==> config.mk <==
export PLATFORM = sky130hd
export DESIGN_NAME = telemetry_framer
export DESIGN_NICKNAME = d
export VERILOG_FILES = /design/src/rtl/tlm_pkg.sv /design/src/rtl/tlm_period_timer.sv /design/src/rtl/telemetry_framer.sv
export SDC_FILE = /design/constraint.sdc
export NUM_CORES = 1
export LEC_CHECK = 0
export BUFFER_PORTS_ARGS = -buffer_cell sky130_fd_sc_hd__buf_4
export CAP_MARGIN = 10
export CELL_PAD_IN_SITES_DETAIL_PLACEMENT = 0
export CELL_PAD_IN_SITES_GLOBAL_PLACEMENT = 1
export CORE_UTILIZATION = 39
export CTS_CLUSTER_DIAMETER = 80
export DETAILED_ROUTE_END_ITERATION = 7
export GPL_ROUTABILITY_DRIVEN = 0
export PLACE_DENSITY = 0.79
export SYNTH_ARGS = -nofsm -noshare
export SYNTH_HDL_FRONTEND = slang
export SYNTH_SLANG_ARGS = --single-unit
export TNS_END_PERCENT = 50
==> constraint.sdc <==
create_clock -name clk -period 2 [get_ports clk]
set_input_delay 0.3 -clock clk [delete_from_list [all_inputs] [get_ports clk]]
set_output_delay 0.3 -clock clk [all_outputs]
set_load 0.05 [all_outputs]
==> src/rtl/tlm_pkg.sv <==
// tlm_pkg: shared telemetry framer states, sync bytes and register map range
package tlm_pkg;
  typedef enum logic [2:0] {
    ST_IDLE,
    ST_SYNC0,
    ST_SYNC1,
    ST_LEN,
    ST_RD,
    ST_PAY,
    ST_CSUM
  } tlm_state_e;
  localparam logic [7:0] TLM_SYNC0      = 8'hA5;
  localparam logic [7:0] TLM_SYNC1      = 8'h5A;
  localparam logic [7:0] TLM_FIRST_ADDR = 8'd1;
  localparam logic [7:0] TLM_LAST_ADDR  = 8'd34;
  // payload length in bytes for an inclusive address range
  function automatic logic [7:0] tlm_len(input logic [7:0] first, input logic [7:0] last);
    return last - first + 8'd1;
  endfunction
endpackage

==> src/rtl/tlm_period_timer.sv <==
// tlm_period_timer: free-running auto-trigger tick, silent when PERIOD is 0
module tlm_period_timer #(
  parameter int unsigned PERIOD = 0
) (
  input  logic clk,
  input  logic rst,
  output logic o_tick
);
  logic [31:0] r_cnt;
  logic        w_last;
  assign w_last = (PERIOD != 0) && (r_cnt == PERIOD - 1);
  assign o_tick = w_last;
  // count 0..PERIOD-1 and wrap; stays parked at 0 when disabled
  always_ff @(posedge clk or negedge rst) begin
    if (!rst) r_cnt <= '0;
    else      r_cnt <= (PERIOD == 0 || w_last) ? '0 : r_cnt + 32'd1;
  end
endmodule

==> src/rtl/telemetry_framer.sv <==
// telemetry_framer: sweeps the sensor register file into a framed valid/ready byte stream
module telemetry_framer
  import tlm_pkg::*;
#(
  parameter logic [7:0]  FIRST_ADDR = TLM_FIRST_ADDR,
  parameter logic [7:0]  LAST_ADDR  = TLM_LAST_ADDR,
  parameter int unsigned PERIOD     = 0,
  parameter logic [7:0]  SYNC0      = TLM_SYNC0,
  parameter logic [7:0]  SYNC1      = TLM_SYNC1
) (
  input  logic        clk,
  input  logic        rst,
  input  logic        start,
  output logic [7:0]  reg_addr,
  input  logic [7:0]  reg_data,
  output logic [7:0]  tx_data,
  output logic        tx_valid,
  input  logic        tx_ready,
  output logic        busy,
  output logic        frame_done,
  output logic [15:0] frame_cnt,
  output logic [7:0]  drop_cnt
);
  localparam logic [7:0] LEN = tlm_len(FIRST_ADDR, LAST_ADDR);
  tlm_state_e r_state;
  logic [7:0] r_acc;
  logic       w_tick;
  logic       w_trig;
  logic       w_xfer;
  tlm_period_timer #(.PERIOD(PERIOD)) u_timer (
    .clk    (clk),
    .rst    (rst),
    .o_tick (w_tick)
  );
  assign w_trig = start | w_tick;
  assign w_xfer = tx_valid & tx_ready;
  // frame sequencer: every output is registered so the byte and address hold while the sink stalls
  always_ff @(posedge clk or negedge rst) begin
    if (!rst) begin
      r_state    <= ST_IDLE;
      tx_valid   <= 1'b0;
      tx_data    <= '0;
      reg_addr   <= FIRST_ADDR;
      busy       <= 1'b0;
      frame_done <= 1'b0;
      frame_cnt  <= '0;
      drop_cnt   <= '0;
      r_acc      <= '0;
    end else begin
      frame_done <= 1'b0;
      if (w_trig && r_state != ST_IDLE && drop_cnt != 8'hFF) drop_cnt <= drop_cnt + 8'd1;
      case (r_state)
        ST_IDLE: if (w_trig) begin
          r_state  <= ST_SYNC0;
          busy     <= 1'b1;
          tx_valid <= 1'b1;
          tx_data  <= SYNC0;
        end
        ST_SYNC0: if (w_xfer) begin
          r_state <= ST_SYNC1;
          tx_data <= SYNC1;
        end
        ST_SYNC1: if (w_xfer) begin
          r_state <= ST_LEN;
          tx_data <= LEN;
        end
        ST_LEN: if (w_xfer) begin
          r_state  <= ST_RD;
          tx_valid <= 1'b0;
          r_acc    <= LEN;
          reg_addr <= FIRST_ADDR;
        end
        ST_RD: begin
          r_state  <= ST_PAY;
          tx_valid <= 1'b1;
          tx_data  <= reg_data;
          r_acc    <= r_acc + reg_data;
        end
        ST_PAY: if (w_xfer) begin
          if (reg_addr == LAST_ADDR) begin
            r_state <= ST_CSUM;
            tx_data <= r_acc;
          end else begin
            r_state  <= ST_RD;
            tx_valid <= 1'b0;
            reg_addr <= reg_addr + 8'd1;
          end
        end
        ST_CSUM: if (w_xfer) begin
          r_state    <= ST_IDLE;
          tx_valid   <= 1'b0;
          busy       <= 1'b0;
          frame_done <= 1'b1;
          frame_cnt  <= frame_cnt + 16'd1;
        end
        default: r_state <= ST_IDLE;
      endcase
    end
  end
endmodule

==> metrics <==
first-pass GRT wire length between 10000 and 15000 um; CTS tree done; area share of the largest cell type after synthesis 0.449; RSZ-0062 raised after global routing false; Slew HR 0.544; dominant cell type by area after synthesis dfrtp_1; period utilization 0.959; setup TNS 0 ns; Hold Slack 0.0286 ns; Num CTS Buffers 5; max_cap viols 0; vias 2364; die area 7930 um^2; die width a little under 90 um; CP required about 2.2 ns; CTS max path bufs 2; peak supply drop 0.000547 V; ys flop type dfrtp_1; Place WS ~0.077 ns; Post-synth EDFFs 0; post-synth cell types around 50; total iterations of the first detailed-routing run 4; routed vias/inst 5.13; clk_skew 0.00668 ns; Port Buffers 54; Initial Utilization 0.405; ANT nets after route 0; Detailed Place HPWL 4590 um; Syn. warnings 0; vias in the first global route 2226; Synth area leaders dfrtp_1 45%, xnor2_1 6.2%, ha_1 4.7%, o21ai_0 4.1%, nand2_1 3.6%; # diodes 0; final hold violations 0; Post-synth ARST share 1.00; CTS Hold Buffers Added 0; largest net degree at the start of global routing 55; Pleak 1.78 nW; Area Growth Syn to Fin 24.0%; CP Capture Type register; Post-CTS Resized 0; fin worst setup slack 0.0822 ns; initial antenna violation count 0; Seq/Total Area, Yosys 0.458; Avg Cell Area, Syn 10.1 um^2; synthesized instance count 293; Final nets 385; Final min period 1.92 ns; pwr/cell area between 1000 and 1500 nW/um^2; GRT Total Usage 0.169; outcome finished, final reports clean; Fmax ~520 MHz; drt drc 0; core area 7290 um^2; Mapped Area 2960 um^2; Sinks on Clock Net between 50 and 60; die height between 80 and 90 um; overflow left after global routing 0; post-route cell area between 3000 and 4000 um^2; H-Tree Depth 2; Final Setup Violations 0; DP Area 3540 um^2; post-CTS setup buffers 0; worst slew pin tran 0.684 ns; DRT iter0 DRCs 132; I/O pin count 55; clock slew at reported path FFs 0.10 ns; Clock Latency Late Sink 0.31 ns; Tightest Hold Check Type input port to asynchronous set/reset pin; Startpoint Class register; CTS Root Cell clkbuf_8; CP max FO 8; #FFs+latches synth between 50 and 60; Syn Nets 317; share of cells above drive strength 1 0.279; routed len/inst about 14 um; final WL 6280 um; Max Slew Vio Count 0; Setup CP Type register to register; row cnt 31; Worst Path Arrival 2.12 ns
[registers in the layout, indices dropped and copies added, names as in the netlist]
name,flops
busy,1
drop_cnt,8
frame_cnt,16
frame_done,1
r_acc,8
r_state,3
reg_addr,8
tx_data,8
tx_valid,1
[synth_stat cells (all sizes together), types with 2 or more instances]
cell,n
a211oi,2
clkbuf,4
o211a,2
and3,4
and4,2
a21o,3
nand4b,2
nor3,10
xor2,9
dfrtp,53
buf,6
ha,11
nand2,28
a31oi,2
o21ai,25
mux2,7
nor2,24
mux2i,4
nand4,7
or3,4
nand2b,2
a21oi,19
and2,2
xnor2,21
inv,8
nand3,17
[where the power goes]
| group | switching (mW) | total, mW | internal, mW | leakage [nW] |
|---|---|---|---|---|
| clock | 0.373 | 0.659 | 0.286 | 0.0478 |
| sequential | 0.338 | 1.73 | 1.39 | 0.693 |
| combinational | 1.52 | 2.43 | 0.917 | 1.03 |
| total | 2.23 | 4.82 | 2.59 | 1.78 |
[layout make-up]
class	count	area, um^2
clock buffers	6	82.6
clock inverters	2	16.3
fillers	692	3630
inverters	8	30.0
multi-input cells	221	1530
flip-flops and latches	54	1350
well taps	99	124
repair buffers	71	533
[per-layer routing]
layer / global-route usage / wire, um
met1: 0.221 / 3090
met2: 0.287 / 2910
met3: 0.0314 / 203
met4: 0.0476 / 79
met5: 0 / 0
[cell usage in the layout (no fill, tap or decap), types with 3 or more instances in the layout]
cell type,instances
dfrtp_1,53
mux2i_1,4
buf_4,71
or3_1,3
ha_1,11
nand2_1,28
clkbuf_8,6
a21o_1,3
nor2_1,23
nor3_1,9
xnor2_1,21
mux2_2,7
xor2_1,9
and3_1,4
nand4_1,7
inv_1,6
o21ai_0,24
nand3_1,17
a21oi_1,18
[worst max-delay path: stages (launching register included)]
cell	delay, ns
dfstp_2	0.57
inv_2	0.05
ha_1	0.19
and4bb_4	0.22
a21oi_4	0.17
a31oi_4	0.12
o21ai_4	0.13
mux2_2	0.37
[stage by stage]
| step | cells | power [mW] | util |
|---|---|---|---|
| 2_1_floorplan | 293 | 3.47 | - |
| 3_3_place_gp | 450 | 4.15 | 0.486 |
| 3_5_place_dp | 450 | 4.18 | 0.486 |
| 4_1_cts | 458 | 4.85 | 0.499 |
| 5_1_grt | 461 | 5.16 | 0.503 |
| 6_report | 461 | 4.82 | 0.503 |
[final timing paths]
kind / endpoint / cells past startpoint / from / slack [ns]
max: tx_data[5] / 7 / reg_addr[0] / 0.08
min: drop_cnt[0] / 1 / rst / 0.03
max reg2reg: tx_data[5] / 7 / reg_addr[0] / 0.08
min reg2reg: frame_cnt[15] / 1 / frame_cnt[15] / 0.47
max in group asynchronous: tx_valid / 1 / rst / 1.53
min in group clk: busy / 3 / start / 0.27
[kinds of logic (layout without fill, tap and decap cells)]
| group | after synthesis | count (layout) | synth area share |
|---|---|---|---|
| simple gates | 108 | 108 | 0.200 |
| compound gates | 59 | 59 | 0.127 |
| flops | 54 | 54 | 0.458 |
| xor+xnor | 30 | 30 | 0.0889 |
| buf+inv | 18 | 87 | 0.0296 |
| fa+ha+maj | 13 | 13 | 0.0567 |
| mux | 11 | 11 | 0.0402 |
(Power assumes the default switching activity.)
